File: config.mk
export PLATFORM = sky130hd
export DESIGN_NAME = counter_nbit_updown
export DESIGN_NICKNAME = d
export VERILOG_FILES = /design/src/rtl/counter_nbit_updown.sv
export SDC_FILE = /design/constraint.sdc
export NUM_CORES = 1
export LEC_CHECK = 0
export CORE_AREA = 2 2 39 41
export CTS_BUF_LIST = sky130_fd_sc_hd__clkbuf_8 sky130_fd_sc_hd__clkbuf_16
export DETAILED_ROUTE_END_ITERATION = 10
export DIE_AREA = 0 0 41 43
export GPL_TIMING_DRIVEN = 1
export PLACE_DENSITY_LB_ADDON = 0.08
export SKIP_CTS_REPAIR_TIMING = 1
export SLEW_MARGIN = 20
export SYNTH_ARGS = -nofsm -noshare
export SYNTH_HDL_FRONTEND = slang
export SYNTH_SLANG_ARGS = --single-unit
File: constraint.sdc
create_clock -name clk_i -period 1.8 [get_ports clk_i]
set_input_delay 0.18 -clock clk_i [delete_from_list [all_inputs] [get_ports clk_i]]
set_output_delay 0.18 -clock clk_i [all_outputs]
set_load 0.01 [all_outputs]
File: src/rtl/counter_nbit_updown.sv
// Loadable up/down counter with optional modulus (MAX_VAL < 2**WIDTH), wrap or saturate
// behaviour, combinational terminal-count carry for ripple-enable cascading, and a sticky
// overflow flag that records any wrap since the last reset or load.
//
// Ports:
//   clk_i    rising-edge clock
//   rst_i    synchronous active-high reset (count and ovf to 0)
//   en_i     count enable / carry-in from a lower stage
//   load_i   parallel load of in_i (clamped to MAX_VAL), overrides en_i
//   up_i     1 = increment, 0 = decrement
//   sat_i    1 = saturate at the terminal value, 0 = wrap modulo MAX_VAL+1
//   in_i     load value
//   count_o  registered count, always within 0..MAX_VAL
//   co_o     combinational terminal-count / carry-out
//   ovf_o    registered sticky wrap flag
module counter_nbit_updown #(
  parameter int unsigned          WIDTH   = 4,
  parameter logic [WIDTH-1:0]     MAX_VAL = {WIDTH{1'b1}}
) (
  input  logic             clk_i,
  input  logic             rst_i,
  input  logic             en_i,
  input  logic             load_i,
  input  logic             up_i,
  input  logic             sat_i,
  input  logic [WIDTH-1:0] in_i,
  output logic [WIDTH-1:0] count_o,
  output logic             co_o,
  output logic             ovf_o
);

  logic [WIDTH-1:0] count_q, count_d;
  logic             ovf_q, ovf_d;
  logic             at_max, at_zero;
  logic [WIDTH-1:0] load_val;

  assign at_max  = (count_q == MAX_VAL);
  assign at_zero = (count_q == '0);

  // Out-of-range load values clamp so the count never leaves 0..MAX_VAL.
  assign load_val = (in_i > MAX_VAL) ? MAX_VAL : in_i;

  always_comb begin
    count_d = count_q;
    ovf_d   = ovf_q;
    if (load_i) begin
      count_d = load_val;
      ovf_d   = 1'b0;
    end else if (en_i) begin
      if (up_i) begin
        if (!at_max) begin
          count_d = count_q + 1'b1;
        end else if (!sat_i) begin
          count_d = '0;
          ovf_d   = 1'b1;
        end
      end else begin
        if (!at_zero) begin
          count_d = count_q - 1'b1;
        end else if (!sat_i) begin
          count_d = MAX_VAL;
          ovf_d   = 1'b1;
        end
      end
    end
  end

  always_ff @(posedge clk_i) begin
    if (rst_i) begin
      count_q <= '0;
      ovf_q   <= 1'b0;
    end else begin
      count_q <= count_d;
      ovf_q   <= ovf_d;
    end
  end

  // Carry is raised in saturate mode too, and suppressed on load so a downstream stage does
  // not advance while this stage is being overwritten.
  assign co_o    = en_i & ~load_i & ((up_i & at_max) | (~up_i & at_zero));
  assign count_o = count_q;
  assign ovf_o   = ovf_q;

endmodule

Word level (Yosys, flattened, before mapping)
Cells that the tools add are included.
{"block": "op_classes", "n_addsub": 2, "n_reduce_logical": 6, "eq_ne": 4, "mux": 12, "order_cmp": 1, "bitwise_logic": 7}
{"op": "4-bit 2-to-1 mux", "n": 8}
{"op": "4-bit != test, second input constant", "n": 2}
{"op": "3-bit AND reduction", "n": 2}
{"op": "4-bit by 1-bit adder with 4-bit output, second input constant", "n": 1}
{"op": "1-bit AND", "n": 4}
{"op": "4-bit == test, second input constant", "n": 1}
{"op": "4-bit > comparator, second input constant", "n": 1}
{"op": "4-bit zero test", "n": 1}
{"op": "1-bit 2-to-1 mux", "n": 4}
{"op": "2-bit nonzero test", "n": 2}
{"op": "4-bit by 1-bit subtractor with 4-bit output, second input constant", "n": 1}
{"op": "2-bit by 1-bit != test with 1-bit output, second input constant", "n": 1}
{"op": "1-bit NOT", "n": 2}
{"op": "2-bit OR reduction", "n": 1}
{"op": "1-bit bitwise OR", "n": 1}
{"block": "word_totals", "elab_cells": 34, "regBits": 5, "out_inout_bits": 6}

Logic depth before layout (Yosys ltp)
Gate-level depths: netlist of run 1.
{"block": "logic_depth", "depth_word": 5, "mapped_depth": 6, "ltp_nobuf": 6}

Worst setup path after synthesis of run 1
No wires, ideal clock.
{"block": "synth_path", "path_kind": "register to register", "startpoint": "reg count_q[0] (netlist: count_o[0])", "endpoint": "reg count_q[3] (netlist: count_o[3])", "slack_ps": 157, "path_buffers": 0, "arrival_time_ps": 1521, "period_less_slack_ps": 1643, "t_required_ps": 1678, "path_stages_with_launch": 7, "setup_time_ps": 122, "cell_sequence": "dfxtp_1 > inv_1 > ha_1 > nor4b_4 > o21ai_4 > a2111oi_4 > a311o_1"}
{"block": "synth_between", "elab_chain_cells": 5, "word_cells_on_any_way": 12, "cone_classes": "add/sub (2); eq/ne (3); mux (5); reduce/logical (2)"}
{"element": "from (decl)", "line": "32", "text": "logic [WIDTH-1:0] count_q, count_d;"}
{"element": "from (signal assigned)", "line": "73", "text": "count_q <= count_d;"}
{"element": "4-bit by 1-bit subtractor with 4-bit output, or another cell as far along", "line": "59", "text": "count_d = count_q - 1'b1;"}
{"element": "4-bit 2-to-1 mux, on equally long branches", "line": "58, 51"}
{"element": "4-bit 2-to-1 mux", "line": "50", "text": "if (up_i) begin"}
{"element": "4-bit 2-to-1 mux", "line": "49", "text": "end else if (en_i) begin"}
{"element": "4-bit 2-to-1 mux", "line": "46", "text": "if (load_i) begin"}
Parallel ways exist; a longest one is shown, timed or not. The select of a mux whose other input is x is not followed.
A chain may end at the register's enable or synchronous reset.

Worst setup path in the final report of run 1
{"block": "layout_path", "startpoint": "reg count_q[0] (netlist: count_o[0])", "endpoint": "out co_o"}
{"block": "layout_between", "elab_chain_cells": 4, "word_cells_on_any_way": 6, "cone_classes": "eq/ne (1); bitwise (4); reduce/logical (1)"}
{"element": "4-bit == test or 4-bit zero test (tied branches)", "line": "37, 38"}
{"element": "1-bit AND", "line": "80", "text": "assign co_o = en_i & ~load_i & ((up_i & at_max) | (~up_i & at_zero));"}
{"element": "1-bit bitwise OR *", "line": "80"}
{"element": "1-bit AND *", "line": "80"}
{"element": "to (decl)", "line": "28", "text": "output logic co_o,"}
Mark *: on every way between the ends. The rest lies on a longest branch, timed or not.

==> impl_metrics.env, run 1 <==
export IMPL_max_stage_delay_ps=350
export IMPL_fin_total_pwr_w=0.000516
export IMPL_finalCriticalPeriod_ps=1700
export IMPL_rr_endpoint="count_o[3]"
export IMPL_cts_buffers=3
export IMPL_grtUsageTotal_pct=17.6
export IMPL_cts_tree="yes"
export IMPL_fp_dieH_um=43
export IMPL_r2r_start="count_o[0]"
export IMPL_path_cells="inv_1, ha_1, nor4b_4, or2_1, nand2_1, nor2_1, dlymetal6s2s_1"
export IMPL_synth_cells=53
export IMPL_ys_warn_count=0
export IMPL_synth_top_cell_area_share_pct=21.2
export IMPL_drv_cap=0
export IMPL_antenna_found_initial=0
export IMPL_worstPathRequired_ps=1620
export IMPL_wl_mm=1.30
export IMPL_grt_setup_unrepaired="false"
export IMPL_min_from="ovf_o"
export IMPL_syn_to_final_growth_pct=69.8
export IMPL_synthTopCellsByCount="inv_1 (8), a21oi_1 (5), dfxtp_1 (5)"
export IMPL_finalSetupViolations=0
export IMPL_power_leakage_nw=0.361
export IMPL_startpoint="count_o[0]"
export IMPL_ys_seq_area_share_pct=21.2
export IMPL_criticalPathCategory="register to output port"
export IMPL_tns_ps=0
export IMPL_io_buffers=15
export IMPL_peakVddDrop_uv=418
export IMPL_grt_pass1_wl_mm=2.04
export IMPL_synth_top_family_by_area="compound AO/OA/AOI/OAI gates"
export IMPL_hold_viol_final=0
export IMPL_max_freq_ghz=0.589
export IMPL_rr_worst_depth=7
export IMPL_n_fill_cell=136
export IMPL_slew_viol_final=0
export IMPL_drive_gt1_share_pct=31.8
export IMPL_hp_class="register to register"
export IMPL_ios=16
export IMPL_drt_pass1_iter_count=2
export IMPL_place_gp_congestion=0.801
export IMPL_synth_fa_ha_area_share_pct=5.31
export IMPL_place_hpwl_mm=1.01
export IMPL_hold_worst_slack_ps=533
export IMPL_synth_most_common_cell="inv_1"
export IMPL_status="completed"
export IMPL_hold_path_cell_count=2
export IMPL_num_rows=14
export IMPL_ant_nets=0
export IMPL_final_net_count=98
export IMPL_drtIter0Drc=4
export IMPL_core_um2=1380
export IMPL_start_util_pct=34.1
export IMPL_async_reset_ff_share_pct=0
export IMPL_skew_ps=1.44
export IMPL_holdPathEnd="ovf_o"
export IMPL_syn_nets=65
export IMPL_synth_cell_types=32
export IMPL_cp_end_kind="output port"
export IMPL_clk_latency_ps=220
export IMPL_slew_headroom_pct=78.6
export IMPL_syn_avg_cell_area_um2=8.90
export IMPL_start_kind="register"
export IMPL_die_area_um2=1760
export IMPL_synth_edf_count=0
export IMPL_cp_max_fo=4
export IMPL_clk_pin_slew_worst_paths_ps=40
export IMPL_ys_flop_type="dfxtp_1"
export IMPL_final_core_util_pct=57.9
export IMPL_yosys_area_share_simple_pct=23.3
export IMPL_power_density_nw_per_um2=644
export IMPL_synthXorXnorAreaFrac_pct=1.86
export IMPL_r2r_slack_ps=130
export IMPL_dpl_worst_slack_ps=-157
export IMPL_die_w_um=41
export IMPL_synth_area_leader_cell="dfxtp_1"
export IMPL_grt_overflow=0
export IMPL_synth_compound_area_share_pct=35.5
export IMPL_vias=514
export IMPL_clockRootBuffer="clkbuf_8"
export IMPL_antennaDiodeCount=0
export IMPL_route_detailed_wl_per_inst_um=12.8
export IMPL_synthMuxAreaShare_pct=4.51
export IMPL_ys_top_cells_by_area="dfxtp_1 (21%), inv_1 (6.4%), a2111oi_4 (5.8%)"
export IMPL_ys_seq_elements=5
export IMPL_period_share_pct=94.3
export IMPL_worstPathArrival_ps=1520
export IMPL_via_per_inst=5.09
export IMPL_clkSinkCount=5
export IMPL_worst_slack_ps=102
export IMPL_grt_pass1_vias=461
export IMPL_slowest_stage="dfxtp_2"
export IMPL_grt_max_degree=10
export IMPL_h_tree_depth=1
export IMPL_cts_path_max_buffers=2
export IMPL_syn_area_um2=472
export IMPL_drc=0
export IMPL_worst_slew_pin_slew_ps=320
-- layer usage --
layer	share of wire, %	GRT usage, %	vias to the layer above
met5	0	0	-
met4	1.0	6.00	0
met3	6.5	7.85	3
met2	49	25.9	13
met1	44	21.9	233
li1	-	-	265
-- state kept, by name, summed over array words and instances, names as in the netlist --
| register | cells |
|---|---|
| count_o | 4 |
| ovf_o | 1 |
-- worst max-delay path by stage --
stage / end / slack (ps) / depth (start not counted)
after global routing: co_o / 8 / 7
final: co_o / 100 / 7
after global placement: co_o / -130 / 6
after CTS: co_o / -300 / 7
after detailed placement: co_o / -160 / 6
after floorplan: count_o[3] / 160 / 6
-- worst max-delay path: cells and delay by family (launching register included) --
kind          cells  cell delay [ps]
simple gates      4              480
flops             1              350
buf+inv           2              230
fa+ha+maj         1              230
-- area by class of cell --
class | instances | area [µm²] | area share [%]
Multi-Input combinational cell | 38 | 339 | 42.3
Timing Repair Buffer | 30 | 265 | 33.1
Sequential cell | 5 | 101 | 12.7
Clock buffer | 3 | 41.3 | 5.16
Inverter | 8 | 30.0 | 3.75
Tap cell | 16 | 20.0 | 2.50
Clock inverter | 1 | 3.75 | 0.469
-- metrics by stage --
| stage | cells | area [µm²] |
|---|---|---|
| 2_1_floorplan | 53 | 472 |
| 3_3_place_gp | 97 | 746 |
| 3_5_place_dp | 97 | 746 |
| 4_1_cts | 101 | 791 |
| 5_1_grt | 101 | 801 |
| 6_report | 101 | 801 |
-- cells by family (layout without fill, tap and decap cells) --
| family | count (synthesis) | after routing |
|---|---|---|
| AND/OR/NAND/NOR | 15 | 15 |
| flip-flops | 5 | 5 |
| multiplexers | 2 | 2 |
| XOR/XNOR | 1 | 1 |
| buffers and inverters | 10 | 42 |
| AO/OA/AOI/OAI | 18 | 18 |
| adder cells (fa/ha/maj) | 2 | 2 |
-- cell usage in the layout, fill, tap and decap left out, drive strengths merged --
cell type      netlist  layout
buf                  1      15
clkdlybuf4s50        0      14
inv                  8       9
a21oi                5       5
dfxtp                5       5
nor2                 3       3
clkbuf               1       3
a2111oi              3       3
a31oi                2       2
nand3                2       2
o311a                2       2
ha                   2       2
or2                  2       2
and4                 1       1
nor4b                1       1
nand2                1       1
nor3                 1       1
o21ai                1       1
and2                 1       1
mux2                 1       1
nand4b               1       1
mux2i                1       1
xnor2                1       1
o21bai               1       1
nor4                 1       1
a31o                 1       1
o311ai               1       1
o31ai                1       1
and3b                1       1
a311o                1       1
dlymetal6s2s         0       1
-- power by group --
part	switching (W)	internal [W]	total, W
Clock	0.0000600	0.000147	0.000207
Sequential	0.0000105	0.000120	0.000131
Combinational	0.0000766	0.000102	0.000178
Total	0.000147	0.000369	0.000516
No activity file was read; power rests on OpenSTA's default activity.
==> run 2, diff against run 1 <==
Settings changed: ABC_AREA set to 1, RECOVER_POWER set to 25.
==> run 2 against run 1 <==
Clock skew increased by 0.64 ps. Register-to-register slack better by 270 ps. First-iteration DRC count grew to 3.0 times the previous value. Clock-buffer cell count unchanged. Non-clock buffer count decreased by 7. Sequential cell count unchanged. Area after synthesis up 4.5%. Combinational power fell by 4%. Critical path depth is the same. Critical endpoint unchanged. Largest cell class unchanged. Clock power about the same.
==> impl_metrics.env, run 2 <==
export IMPL_h_tree_depth=1
export IMPL_skew_ps=2.08
export IMPL_grt_pass1_wl_mm=2.26
export IMPL_core_um2=1380
export IMPL_start_util_pct=35.6
export IMPL_clockPowerShare_pct=40.1
export IMPL_die_w_um=41
export IMPL_clockRootBuffer="clkbuf_8"
export IMPL_clk_pin_slew_worst_paths_ps=40
export IMPL_grtUsageTotal_pct=19.1
export IMPL_worstPathRequired_ps=1620
export IMPL_synth_compound_area_share_pct=9.14
export IMPL_swShare_pct=31.3
export IMPL_synthTopCellsByCount="nand2_1 (26), nor2_1 (16), inv_1 (8), nand3_1 (8), dfxtp_1 (5)"
export IMPL_slowest_stage="dfxtp_1"
export IMPL_status="completed"
export IMPL_ant_nets=0
export IMPL_path_cells="inv_1, ha_1, nand3_1, nand2_1, nand3_1, nor2_1, dlymetal6s2s_1"
export IMPL_fin_cells=126
export IMPL_hp_class="register to register"
export IMPL_ios=16
export IMPL_place_gp_congestion=0.768
export IMPL_syn_avg_cell_area_um2=5.87
export IMPL_synth_edf_count=0
export IMPL_power_frac_comb_pct=33.5
export IMPL_syn_nets=96
export IMPL_grt_setup_unrepaired="false"
export IMPL_power_density_nw_per_um2=672
export IMPL_clkSinkCount=5
export IMPL_yosys_area_share_simple_pct=55.6
export IMPL_route_detailed_wl_per_inst_um=11.0
export IMPL_vias=607
export IMPL_crit_top_cell="nand3_1"
export IMPL_worst_slack_ps=202
export IMPL_antennaDiodeCount=0
export IMPL_period_share_pct=88.8
export IMPL_fp_dieH_um=43
export IMPL_num_rows=14
export IMPL_grt_overflow=0
export IMPL_drv_cap=0
export IMPL_intPower_w=0.000351
export IMPL_power_leakage_nw=0.387
export IMPL_via_per_inst=4.82
export IMPL_async_reset_ff_share_pct=0
export IMPL_synth_cell_types=19
export IMPL_worst_slew_pin_slew_ps=278
export IMPL_die_area_um2=1760
export IMPL_ys_seq_elements=5
export IMPL_ys_seq_area_share_pct=20.3
export IMPL_clk_latency_ps=220
export IMPL_cts_path_max_buffers=2
export IMPL_cts_tree="yes"
export IMPL_tns_ps=0
export IMPL_finalCriticalPeriod_ps=1600
export IMPL_synth_cells=84
export IMPL_antenna_found_initial=0
export IMPL_criticalPathCategory="register to output port"
export IMPL_wl_mm=1.39
export IMPL_final_cell_mix="nand2_1 (26), nor2_1 (16), clkdlybuf4s50_1 (12)"
export IMPL_max_stage_delay_ps=380
export IMPL_largest_reg_flops=4
export IMPL_start_kind="register"
export IMPL_io_buffers=15
export IMPL_cts_buffers=3
export IMPL_final_core_util_pct=54.9
export IMPL_slew_viol_final=0
export IMPL_cp_max_fo=5
export IMPL_finalSetupViolations=0
export IMPL_synth_top_family_by_area="simple AND/OR/NAND/NOR gates"
export IMPL_crit_buf_inv=2
export IMPL_synth_most_common_cell="nand2_1"
export IMPL_ys_flop_type="dfxtp_1"
export IMPL_fin_total_pwr_w=0.000511
export IMPL_place_inst=122
export IMPL_synth_fa_ha_area_share_pct=5.08
export IMPL_max_freq_ghz=0.626
export IMPL_worstPathArrival_ps=1420
export IMPL_syn_area_um2=493
export IMPL_synth_area_leader_cell="dfxtp_1"
export IMPL_slew_headroom_pct=81.4
export IMPL_syn_to_final_growth_pct=54.1
export IMPL_cp_end_kind="output port"
export IMPL_ys_warn_count=0
export IMPL_drt_pass1_iter_count=4
export IMPL_p_switching_w=0.000160
export IMPL_seq_power_share_pct=26.4
export IMPL_final_common_cell="nand2_1"
export IMPL_synthXorXnorAreaFrac_pct=0
export IMPL_grt_pass1_vias=559
export IMPL_grt_max_degree=9
export IMPL_dpl_worst_slack_ps=40.9
export IMPL_synth_top_cell_area_share_pct=20.3
export IMPL_drc=0
export IMPL_critPathTopFamily="flip-flops"
export IMPL_peakVddDrop_uv=455
export IMPL_place_hpwl_mm=1.10
export IMPL_hold_viol_final=0
export IMPL_drtIter0Drc=12
export IMPL_final_net_count=123
export IMPL_ys_top_cells_by_area="dfxtp_1 (20%), nand2_1 (20%), nor2_1 (12%)"
export IMPL_synthMuxAreaShare_pct=0
export IMPL_drive_gt1_share_pct=18.2
run 2: path summary, 6_finish.rpt:
| path | start | to | slack, ps | cells past startpoint |
|---|---|---|---|---|
| hold / removal | ovf_o | ovf_o | 470 | 2 |
| setup reg to reg | count_o[0] | count_o[3] | 400 | 8 |
| setup / recovery | count_o[0] | co_o | 200 | 7 |
| hold reg to reg | ovf_o | ovf_o | 470 | 2 |
run 2: final cells by class:
type                    count  area, µm²
inverters                  10       37.5
multi-input cells          68        344
repair buffers             23        213
clock inverters             1       3.75
clock buffers               3       41.3
fillers                   146        624
well taps                  16       20.0
flip-flops and latches      5        100
run 2: through the flow:
stage / hold slack [ps] / instance area, µm²
floorplan: 242 / 493
global placement: 461 / 712
detailed placement: 470 / 712
CTS: 484 / 757
global route: 541 / 759
finish: 473 / 759
run 2: layer usage:
layer	wire length [µm]	global-route usage [%]	up-vias
met5	0	0	-
met4	33	10.0	0
met3	66	3.14	5
met2	636	30.9	20
met1	648	22.4	262
li1	-	-	320
run 2: worst min-delay path: stages, from the launching register on:
cell and delay, ps:
dfxtp_1 320, nor2_1 50, nor2_1 70
run 2: power by group through the flow:
stage	Clock (W)	Combinational [W]	Sequential, W
CTS	0.000212	0.000171	0.000135
global route	0.000215	0.000188	0.000136
finish	0.000205	0.000171	0.000135
global placement	0	0.000169	0.000136
floorplan	0	0.0000891	0.000138
detailed placement	0	0.000170	0.000136
run 2: cells by family after synthesis:
kind of cell / after synthesis
flip-flops: 5
AND/OR/NAND/NOR: 59
buffers and inverters: 11
adder cells (fa/ha/maj): 2
AO/OA/AOI/OAI: 7
